$ cat src/rtl/vga_timing_gen.sv
// Raster timing generator: h/v counters advanced by pixel_strobe; sync/active/position/event outputs. Optional VGA_TIMING_FRAME_CNT_EN.
// Latency: outputs are registered on the edge that advances the counters, 1 clk after the strobe.
// Backpressure: none; pixel_strobe low holds the counters and levels, and the pulses drop to 0.
module vga_timing_gen #(
    parameter int H_ACTIVE   = 640,
    parameter int H_FP       = 16,
    parameter int H_SYNC     = 96,
    parameter int H_BP       = 48,
    parameter int V_ACTIVE   = 480,
    parameter int V_FP       = 10,
    parameter int V_SYNC     = 2,
    parameter int V_BP       = 33,
    parameter int H_SYNC_POL = 0,
    parameter int V_SYNC_POL = 0,
    parameter int X_W        = 10,
    parameter int Y_W        = 10,
    parameter int FRAME_W    = 8
) (
    input  logic               clk,
    input  logic               reset,
    input  logic               pixel_strobe,
    input  logic               restart,
    output logic               horizontal_sync,
    output logic               vertical_sync,
    output logic               active,
    output logic               blanking,
    output logic [X_W-1:0]     X_output,
    output logic [Y_W-1:0]     Y_output,
    output logic               line_start,
    output logic               frame_start,
    output logic               animate,
    output logic [FRAME_W-1:0] frame_count
);

    localparam int H_TOTAL = H_ACTIVE + H_FP + H_SYNC + H_BP;
    localparam int V_TOTAL = V_ACTIVE + V_FP + V_SYNC + V_BP;

    localparam logic [X_W-1:0] H_LAST   = X_W'(H_TOTAL - 1);
    localparam logic [X_W-1:0] H_ACT    = X_W'(H_ACTIVE);
    localparam logic [X_W-1:0] X_MAX    = X_W'(H_ACTIVE - 1);
    localparam logic [X_W-1:0] HS_BEGIN = X_W'(H_ACTIVE + H_FP);
    localparam logic [X_W-1:0] HS_END   = X_W'(H_ACTIVE + H_FP + H_SYNC);
    localparam logic [Y_W-1:0] V_LAST   = Y_W'(V_TOTAL - 1);
    localparam logic [Y_W-1:0] V_ACT    = Y_W'(V_ACTIVE);
    localparam logic [Y_W-1:0] Y_MAX    = Y_W'(V_ACTIVE - 1);
    localparam logic [Y_W-1:0] VS_BEGIN = Y_W'(V_ACTIVE + V_FP);
    localparam logic [Y_W-1:0] VS_END   = Y_W'(V_ACTIVE + V_FP + V_SYNC);
    localparam logic           HS_ON    = (H_SYNC_POL != 0);
    localparam logic           VS_ON    = (V_SYNC_POL != 0);

    logic [X_W-1:0] h, h_nx;
    logic [Y_W-1:0] v, v_nx;
    logic           step;
    logic           enter_line;
    logic           enter_frame;

    // Next position; restart parks the counters and swallows any coincident strobe.
    always_comb begin
        h_nx = h;
        v_nx = v;
        step = 1'b0;
        if (restart) begin
            h_nx = H_LAST;
            v_nx = V_LAST;
        end else if (pixel_strobe) begin
            step = 1'b1;
            if (h == H_LAST) begin
                h_nx = '0;
                v_nx = (v == V_LAST) ? '0 : v + Y_W'(1);
            end else begin
                h_nx = h + X_W'(1);
            end
        end
    end

    assign enter_line  = step && (h_nx == '0);
    assign enter_frame = enter_line && (v_nx == '0);

    always_ff @(posedge clk or posedge reset) begin
        if (reset) begin
            h               <= H_LAST;
            v               <= V_LAST;
            horizontal_sync <= ~HS_ON;
            vertical_sync   <= ~VS_ON;
            active          <= 1'b0;
            blanking        <= 1'b1;
            X_output        <= X_MAX;
            Y_output        <= Y_MAX;
            line_start      <= 1'b0;
            frame_start     <= 1'b0;
            animate         <= 1'b0;
        end else begin
            h           <= h_nx;
            v           <= v_nx;
            line_start  <= enter_line;
            frame_start <= enter_frame;
            animate     <= enter_line && (v_nx == V_ACT);
            if (restart) begin
                horizontal_sync <= ~HS_ON;
                vertical_sync   <= ~VS_ON;
                active          <= 1'b0;
                blanking        <= 1'b1;
                X_output        <= X_MAX;
                Y_output        <= Y_MAX;
            end else if (pixel_strobe) begin
                horizontal_sync <= (h_nx >= HS_BEGIN && h_nx < HS_END) ? HS_ON : ~HS_ON;
                vertical_sync   <= (v_nx >= VS_BEGIN && v_nx < VS_END) ? VS_ON : ~VS_ON;
                active          <= (h_nx < H_ACT) && (v_nx < V_ACT);
                blanking        <= !((h_nx < H_ACT) && (v_nx < V_ACT));
                X_output        <= (h_nx > X_MAX) ? X_MAX : h_nx;
                Y_output        <= (v_nx > Y_MAX) ? Y_MAX : v_nx;
            end
        end
    end

`ifdef VGA_TIMING_FRAME_CNT_EN
    always_ff @(posedge clk or posedge reset) begin
        if (reset) begin
            frame_count <= '0;
        end else if (enter_frame) begin
            frame_count <= frame_count + FRAME_W'(1);
        end
    end
`else
    assign frame_count = '0;
`endif

endmodule

$ cat config.mk
export PLATFORM = sky130hd
export DESIGN_NAME = vga_timing_gen
export DESIGN_NICKNAME = d
export VERILOG_FILES = /design/src/rtl/vga_timing_gen.sv
export SDC_FILE = /design/constraint.sdc
export NUM_CORES = 1
export LEC_CHECK = 0
export CORE_MARGIN = 1.5
export CORE_UTILIZATION = 30
export DETAILED_ROUTE_END_ITERATION = 8
export PLACE_DENSITY_LB_ADDON = 0.2
export SLEW_MARGIN = 20
export SYNTH_ARGS = -nofsm -noshare
export SYNTH_HDL_FRONTEND = slang
export SYNTH_SLANG_ARGS = --single-unit
$ cat constraint.sdc
create_clock -name clk -period 2.7 [get_ports clk]
set_clock_uncertainty 0.1 [all_clocks]
set_input_delay 0.54 -clock clk [delete_from_list [all_inputs] [get_ports clk]]
set_output_delay 0.54 -clock clk [all_outputs]
set_load 0.01 [all_outputs]
==> results of run 1 <==
## flip-flops by register name (all words and copies together), names as in the netlist, 10 cells and up
signal    cells
h            10
v            10
Y_output     10
X_output     10
## metal layers
layer / vias up / wire length, um
met5: - / 0
met4: 0 / 44
met3: 4 / 181
met2: 38 / 3740
met1: 1187 / 3450
li1: 1176 / -
## per-stage QoR
| step | setup WS (ps) | util [%] | cell area (um^2) | cells |
|---|---|---|---|---|
| final | -25.4 | 43.7 | 3770 | 481 |
| after global routing | -115 | 43.7 | 3770 | 481 |
| after CTS | -9.76 | 42.0 | 3620 | 476 |
| after detailed placement | -310 | 40.5 | 3490 | 464 |
| after global placement | -270 | 40.5 | 3490 | 464 |
| after floorplan | 28.5 | - | 2700 | 280 |
## where the power goes
group          leakage [nW]  internal [mW]  switching, mW  total, mW
clock network        0.0452          0.183          0.245      0.428
logic                  1.03          0.353          0.341      0.693
registers             0.556          0.788         0.0563      0.844
## area by class of cell
class	count	area [um^2]	share of cell area, %
Clock buffer	6	72.6	1.92
Tap cell	108	135	3.58
Multi-Input combinational cell	197	1380	36.7
Sequential cell	47	1210	32.2
Clock inverter	2	13.8	0.365
Inverter	15	56.3	1.49
Timing Repair Buffer	106	896	23.8
## cells in the mapped netlist (5+ instances only)
cell      number  share of area, %
nor2_1        30               4.2
dfstp_2       29                29
dfrtp_1       18                17
nand2_1       15               2.1
inv_1         14               2.0
and3_1        10               2.4
buf_4         10               2.8
nand3_1       10               1.9
a21oi_1        9               1.7
a31oi_1        8               1.9
clkbuf_1       8               1.1
o21ai_1        7               1.3
nor3_1         6               1.1
o21ai_0        6               1.1
a21o_1         5               1.4
nand4_1        5               1.2
## critical path: cells and delay by family (launching register included)
family | cells | cell delay, ps
fa+ha+maj | 1 | 140
flops | 1 | 570
buf+inv | 1 | 160
compound gates | 2 | 410
simple gates | 4 | 1270
## worst paths after layout
path | cells after the start | slack, ps | endpoint
worst min register to register | 1 | 400 | Y_output[9]
max in group asynchronous | 3 | 1480 | v[8]
worst max register to register | 8 | -30 | vertical_sync
min in group asynchronous | 3 | 610 | h[5]
worst min-delay path | 1 | 400 | Y_output[9]
worst max-delay path | 8 | -30 | vertical_sync
## cell families after synthesis
| family | Yosys count | synth area share, % |
|---|---|---|
| other cells | 1 | 0.142 |
| buf+inv | 36 | 7.37 |
| simple gates | 114 | 25.2 |
| xor+xnor | 4 | 1.32 |
| fa+ha+maj | 3 | 1.42 |
| mux | 2 | 0.755 |
| compound gates | 66 | 18.1 |
| flops | 47 | 45.8 |
## timing repair
| action | 4_1_cts | 5_1_grt |
|---|---|---|
| pin swaps | 4 | 10 |
| gates cloned | 0 | 0 |
| gates resized for setup | 3 | 21 |
| setup endpoints to repair | 3 | 12 |
| hold endpoints to repair | 0 | 0 |
| buffers inserted | 4 | 5 |
==> summary.md, run 1 <==
| Metric | Value |
|---|---|
| WL/cell | 15.4 um |
| FFs w/ async S/R, synth | 100% |
| GPL Wtd Cong | 0.824 |
| # hold bufs at CTS | 0 |
| Slowest CP cell | or4_4 |
| LEAKAGE | around 1.6 nW |
| Most frequent cells in the layout | buf_4 (71), nor2_1 (30), dfstp_2 (29), clkdlybuf4s50_1 (29), dfrtp_1 (18) |
| Busiest grt layer | met2 |
| Post-layout min period | around 2700 ps |
| VDD IR max | between 0.2 and 0.25 mV |
| Area grow syn2layout | 42.3% |
| First-pass DRT Iterations | 4 |
| Worst EP required | 2840 ps |
| Antenna viol nets, final | 0 |
| IO Pins | 39 |
| Vias per cell | 5.00 |
| DRC | 0 |
| Fin. max-slew vios | 0 |
| Worst-Skew Late Latency | 300 ps |
| Avg Inst Size Synth | 9.71 um^2 |
| Met3 Usage GRT | 2.53% |
| # fillers | 855 |
| Critical-path cell list | ha_4, and4_4, nand4_1, buf_6, nor4_4, a21oi_2, or4_4, o32a_1 |
| Setup TNS | -27.5 ps |
| Met1 Usage GRT | 21.2% |
| Worst setup margin | -25.4 ps |
| RSZ-0062 raised after global routing | true |
| Slew HR | 60.1% |
| Initial core utilization | a little under a third |
| Reg-to-Reg Start | h[1] |
| Setup CP Type | flip-flop to flip-flop |
| Rows | 34 |
| Max Cap Violations | 0 |
| Clock buffer depth | 2 |
| Power Density | 521 nW/um^2 |
| H-tree depth | 2 |
| Critical Path End Type | flip-flop |
| Most common cell after layout, fill and taps aside | buf_4 |
| Final WL | 7.42 mm |
| Status | finished, violations left |
| HP Start | Y_output[9] |
| Fmax | 0.367 GHz |
| DIE AREA | 9410 um^2 |
| Period Utilization, post-route | 101% |
| Arr. time, crit path | 2870 ps |
| CTS clk-pin slew, worst paths | 90 ps |
| First-pass GRT wire length | 12.0 mm |
| Initial antenna violation count | 0 |
| Delay of the slowest critical-path stage | approximately 620 ps |
| Post-DP HPWL | approximately 5.3 mm |
| Via count | 2405 |
| ANT cells | 0 |
| Vias in the first global route | around 2400 |
| Final Setup Violations | 2 |
| Synth warnings | 0 |
| Worst slew pin tran | about 600 ps |
| Register area share after synthesis | approximately 46% |
| Failing checks | setup timing |
| Maximum fanout along the worst path | 8 |
| Gr usage total | 15.8% |
| Syn Std Cell Area | 2650 um^2 |
| Core footprint | around 8600 um^2 |
| Fin. Hold Viols | 0 |
| CTS buffer count | 5 |
| Die H | 97.0 um |
| Crit path launch | h[1] |
| Largest net degree at the start of global routing | 48 |
| Clk sink count | 47 |
| Initial drt markers | 117 |
| Met2 track demand over resource | 26.7% |
| Die W | 97.0 um |
| Min Hold Slack | 398 ps |
| Min-Delay Path Class | flip-flop to flip-flop |
| Total Power | between 1.5 and 2 mW |
| Startpoint types | flip-flop |
| Nets | around 380 |
| CTS tree | built |
| Port bufs | 30 |
| Root Driver | clkbuf_8 |
| Fraction of layout cells with a size suffix above 1 | about two fifths |
| Grt ovf | 0 |
| Number of flops mapped to enable cells by yosys | 0 |
| Synth unique cells | 65 |
| Top FF cell, synth | dfstp_2 |
| Synthesized flop and latch total | 47 |
| Post-synthesis cell count | about 270 |
(Power assumes the default switching activity.)
==> inputs of run 2 (changes only) <==
--- a/config.mk
+++ b/config.mk
@@ -5,7 +5,8 @@
 export SDC_FILE = /design/constraint.sdc
 export NUM_CORES = 1
 export LEC_CHECK = 0
-export CORE_MARGIN = 1.5
+export CELL_PAD_IN_SITES_DETAIL_PLACEMENT = 2
+export CELL_PAD_IN_SITES_GLOBAL_PLACEMENT = 2
 export CORE_UTILIZATION = 30
 export DETAILED_ROUTE_END_ITERATION = 8
 export PLACE_DENSITY_LB_ADDON = 0.2
==> constraint.sdc (replaced) <==
create_clock -name clk -period 2.9 [get_ports clk]
set_clock_uncertainty 0.1 [all_clocks]
set_input_delay 0.58 -clock clk [delete_from_list [all_inputs] [get_ports clk]]
set_output_delay 0.58 -clock clk [all_outputs]
set_load 0.01 [all_outputs]
==> summary.md, run 2 (synthesized netlist as in run 1, its figures left out) <==
| Metric | Value |
|---|---|
| Status | finished, final reports clean |
| Fraction of layout cells with a size suffix above 1 | 32.2% |
| CTS tree | built |
| Most common cell after layout, fill and taps aside | buf_4 |
| Highest metal used | met4 |
| Fin area | 3530 um^2 |
| Gr usage total | a little over a fifth |
| First-pass DRT Iterations | 4 |
| DRC | 0 |
| IO Pins | 39 |
| Initial drt markers | 79 |
| Min-Delay Path Class | flip-flop to flip-flop |
| Reg-to-Reg Start | h[0] |
| Most frequent cells in the layout | buf_4 (52), nor2_1 (30), clkdlybuf4s50_1 (30) |
| Worst slew pin tran | 752 ps |
| Post-DP HPWL | 6.65 mm |
| # fillers | 929 |
| ANT cells | 0 |
| VDD IR max | 0.171 mV |
| Max Cap Violations | 0 |
| Vias per cell | ~5.3 |
| Clk sink count | between 40 and 50 |
| Arr. time, crit path | ~3000 ps |
| Placed instance area | 3370 um^2 |
| LEAKAGE | about 1.5 nW |
| Largest net degree at the start of global routing | 25 |
| Die H | between 90 and 100 um |
| Die W | 96.0 um |
| Root Driver | clkbuf_8 |
| H-tree depth | 2 |
| Rows | 33 |
| Crit path launch | h[0] |
| Initial antenna violation count | 0 |
| Startpoint types | flip-flop |
| Metal-1 WL | 4.01 mm |
| DIE AREA | between 9000 and 10000 um^2 |
| Fmax | 0.358 GHz |
| Pre-CTS WS | -239 ps |
| P_int | 1.18 mW |
| WL/cell | ~20 um |
| Period Utilization, post-route | a little over nine tenths |
| Area grow syn2layout | 33.4% |
| Nets | 357 |
| Maximum fanout along the worst path | 7 |
| Vias in the first global route | 2638 |
| Fin. Hold Viols | 0 |
| HP Start | Y_output[9] |
| Setup TNS | 0 ps |
| Via count | 2409 |
| Core footprint | between 8000 and 9000 um^2 |
| Min Hold Slack | 400 ps |
| Sequential share of power | 44.4% |
| GPL Wtd Cong | roughly 0.88 |
| Final cell count without fillers | 456 |
| Worst setup margin | 109 ps |
| Power Density | 501 nW/um^2 |
| Final Setup Violations | 0 |
| Post-layout min period | 2790 ps |
| Routed length on met2 | 4.68 mm |
| Clk pwr share | a little under a quarter |
| Grt ovf | 0 |
| Placed cell count | 446 |
| Antenna viol nets, final | 0 |
| First-pass GRT wire length | 14.4 mm |
| Initial core utilization | 31.6% |
| Fin. max-slew vios | 0 |
| Metal3 WL | 118 um |
| Slew HR | between 40% and 50% |
| Port bufs | 30 |
| Net Sw Frac | 33.7% |
| Comb power frac | 33.0% |
| Switching power total | 0.597 mW |
| Final Core Density | 42.2% |
| Worst EP required | 3040 ps |
| Critical Path End Type | flip-flop |
| RSZ-0062 raised after global routing | false |
| Clock buffer depth | 2 |
| Total Power | 1.77 mW |
| Final WL | 8.93 mm |
| CTS buffer count | 5 |
| CTS clk-pin slew, worst paths | 90 ps |
| Worst-Skew Late Latency | 310 ps |
| Setup CP Type | flip-flop to flip-flop |
==> run 2: layer usage <==
layer	track usage, %	vias to the layer above
met2	37.1	22
met3	4.03	10
met1	26.7	1248
met5	0	-
li1	-	1129
met4	4.60	0
==> run 2: repair_timing <==
item                                    4_1_cts  5_1_grt
hold buffers                                  0        0
gates resized for setup                       1        9
pin swaps                                     3        7
buffers inserted                              2        0
endpoints found under the setup margin        8        5
==> run 2: final timing paths <==
path                                 end  slack (ps)  cells after the start
hold / removal               Y_output[9]         400                      1
hold reg to reg              Y_output[9]         400                      1
min in group asynchronous           v[8]         550                      2
setup reg to reg           vertical_sync         110                      8
setup / recovery           vertical_sync         110                      8
max in group asynchronous           h[2]        1550                      3
==> run 2: power groups by stage <==
stage | Sequential, mW | Combinational (mW) | Clock [mW]
after floorplan | 0.793 | 0.303 | 0
after global placement | 0.791 | 0.550 | 0
after detailed placement | 0.795 | 0.566 | 0
after CTS | 0.785 | 0.581 | 0.413
after global routing | 0.795 | 0.640 | 0.440
final | 0.786 | 0.585 | 0.401
==> run 2: worst max-delay path, stage by stage, from the launching register on <==
cell     delay, ps
dfstp_2        570
ha_4           150
and4_4         270
nand4_1        140
buf_4          190
nor4_4         260
o21ai_2         90
or4_4          590
o32a_1         370
==> run 2: final cells by class <==
cell class	count	area, um^2	area share [%]
inverter	15	56.3	1.59
tap	105	131	3.72
clock buffer	7	76.3	2.16
multi-input combinational	197	1330	37.7
timing repair buffer	84	722	20.4
sequential	47	1210	34.3
clock inverter	1	5.00	0.142
==> inputs of run 3 (changes only) <==
--- a/config.mk
+++ b/config.mk
@@ -7,10 +7,9 @@
 export LEC_CHECK = 0
 export CELL_PAD_IN_SITES_DETAIL_PLACEMENT = 2
 export CELL_PAD_IN_SITES_GLOBAL_PLACEMENT = 2
-export CORE_UTILIZATION = 30
+export CORE_UTILIZATION = 34
 export DETAILED_ROUTE_END_ITERATION = 8
-export PLACE_DENSITY_LB_ADDON = 0.2
-export SLEW_MARGIN = 20
+export PLACE_DENSITY_LB_ADDON = 0.1
 export SYNTH_ARGS = -nofsm -noshare
 export SYNTH_HDL_FRONTEND = slang
 export SYNTH_SLANG_ARGS = --single-unit
==> summary.md, run 3 (synthesized netlist as in run 1, its figures left out) <==
| Metric | Value |
|---|---|
| Final Setup Violations | 0 |
| Max Cap Violations | 0 |
| Worst-Skew Late Latency | 300 ps |
| Most common cell after layout, fill and taps aside | buf_4 |
| Root Driver | clkbuf_8 |
| Die H | 90.3 um |
| Post-DP HPWL | 6.62 mm |
| Reg-to-Reg Start | h[1] |
| Gr usage total | 23.7% |
| Grt ovf | 0 |
| Fin area | 3530 um^2 |
| CTS buffer count | 5 |
| Power Density | about 530 nW/um^2 |
| Worst setup margin | 63.3 ps |
| Crit path launch | h[1] |
| Placed instance area | around 3400 um^2 |
| Core footprint | 7410 um^2 |
| Worst EP required | 3040 ps |
| Fin. max-slew vios | 0 |
| Post-layout min period | roughly 2800 ps |
| Fmax | roughly 0.35 GHz |
| First-pass GRT wire length | 15.0 mm |
| Antenna viol nets, final | 0 |
| Setup CP Type | flip-flop to flip-flop |
| Initial drt markers | 65 |
| Maximum fanout along the worst path | 8 |
| Via count | around 2500 |
| IO Pins | 39 |
| Min Hold Slack | around 390 ps |
| Nets | between 300 and 400 |
| LEAKAGE | 1.51 nW |
| Startpoint types | flip-flop |
| CTS tree | built |
| Rows | 31 |
| First-pass DRT Iterations | 4 |
| Area grow syn2layout | 33.3% |
| Setup TNS | 0 ps |
| VDD IR max | 0.273 mV |
| RSZ-0062 raised after global routing | false |
| Worst slew pin tran | roughly 500 ps |
| Critical Path End Type | flip-flop |
| Clk sink count | between 40 and 50 |
| Initial antenna violation count | 0 |
| ANT cells | 0 |
| Vias in the first global route | 2818 |
| Slew HR | 65.8% |
| GPL Wtd Cong | 0.835 |
| Arr. time, crit path | 2970 ps |
| DIE AREA | between 8000 and 9000 um^2 |
| Fin. Hold Viols | 0 |
| Largest net degree at the start of global routing | 26 |
| Port bufs | 30 |
| # hold bufs at CTS | 0 |
| DRC | 0 |
| Vias per cell | 5.44 |
| Period Utilization, post-route | between 90% and 100% |
| Die W | 90.3 um |
| Final Core Density | 47.7% |
| Initial core utilization | between 30 and 40% |
| Most frequent cells in the layout | buf_4 (55), nor2_1 (30), clkdlybuf4s50_1 (30) |
| WL/cell | 20.2 um |
| HP Start | Y_output[9] |
| Final WL | approximately 9 mm |
| Min-Delay Path Class | flip-flop to flip-flop |
| CTS clk-pin slew, worst paths | around 100 ps |
| H-tree depth | 2 |
| Pre-CTS WS | -258 ps |
| Status | finished, final reports clean |
| Fraction of layout cells with a size suffix above 1 | 32.6% |
| Clock buffer depth | 2 |
-- run 3: layout make-up --
cell class / count / area, um^2
timing repair buffer: 86 / 733
clock inverter: 2 / 37.5
clock buffer: 6 / 72.6
tap: 99 / 124
fill: 811 / 3880
sequential: 47 / 1210
inverter: 15 / 56.3
multi-input combinational: 197 / 1300
-- run 3: worst paths after layout --
path                       cells past startpoint  slack, ps             to
min in group asynchronous                      2        530        animate
setup / recovery                               7         60  vertical_sync
max in group asynchronous                      3       1580           h[3]
hold / removal                                 1        390    Y_output[9]
hold reg to reg                                1        390    Y_output[9]
setup reg to reg                               7         60  vertical_sync
-- run 3: what timing repair did --
| action | CTS | global route |
|---|---|---|
| resized for setup | 1 | 4 |
| gates cloned | 0 | 0 |
| setup endpoints to repair | 1 | 7 |
| pin swaps | 0 | 3 |
| setup buffers | 0 | 1 |
-- run 3: metrics by stage --
step                      cells  power (mW)
after detailed placement    443        1.37
after floorplan             280        1.10
after CTS                   451        1.89
after global routing        452        1.98
after global placement      443        1.35
final                       452        1.88
-- run 3: worst max-delay path, stage by stage (launching register included) --
cell	delay [ps]
dfstp_2	550
ha_1	210
and4_4	310
nand4_1	230
nor4_2	330
a21oi_2	70
or4_4	600
o32a_1	370
-- run 3: where the power goes --
part / switching (mW) / internal, mW / leakage [nW] / total (mW)
Sequential: 0.0513 / 0.733 / 0.556 / 0.785
Combinational: 0.329 / 0.274 / 0.900 / 0.603
Clock: 0.238 / 0.258 / 0.0514 / 0.495
Total: 0.618 / 1.27 / 1.51 / 1.88
-- run 3: per-layer routing --
layer	global-route usage, %	vias to the layer above	part of all wire [%]
li1	-	1132	-
met1	27.5	1271	42
met2	44.0	42	54
met3	4.04	15	2.4
met4	7.53	0	2.1
met5	0	-	0
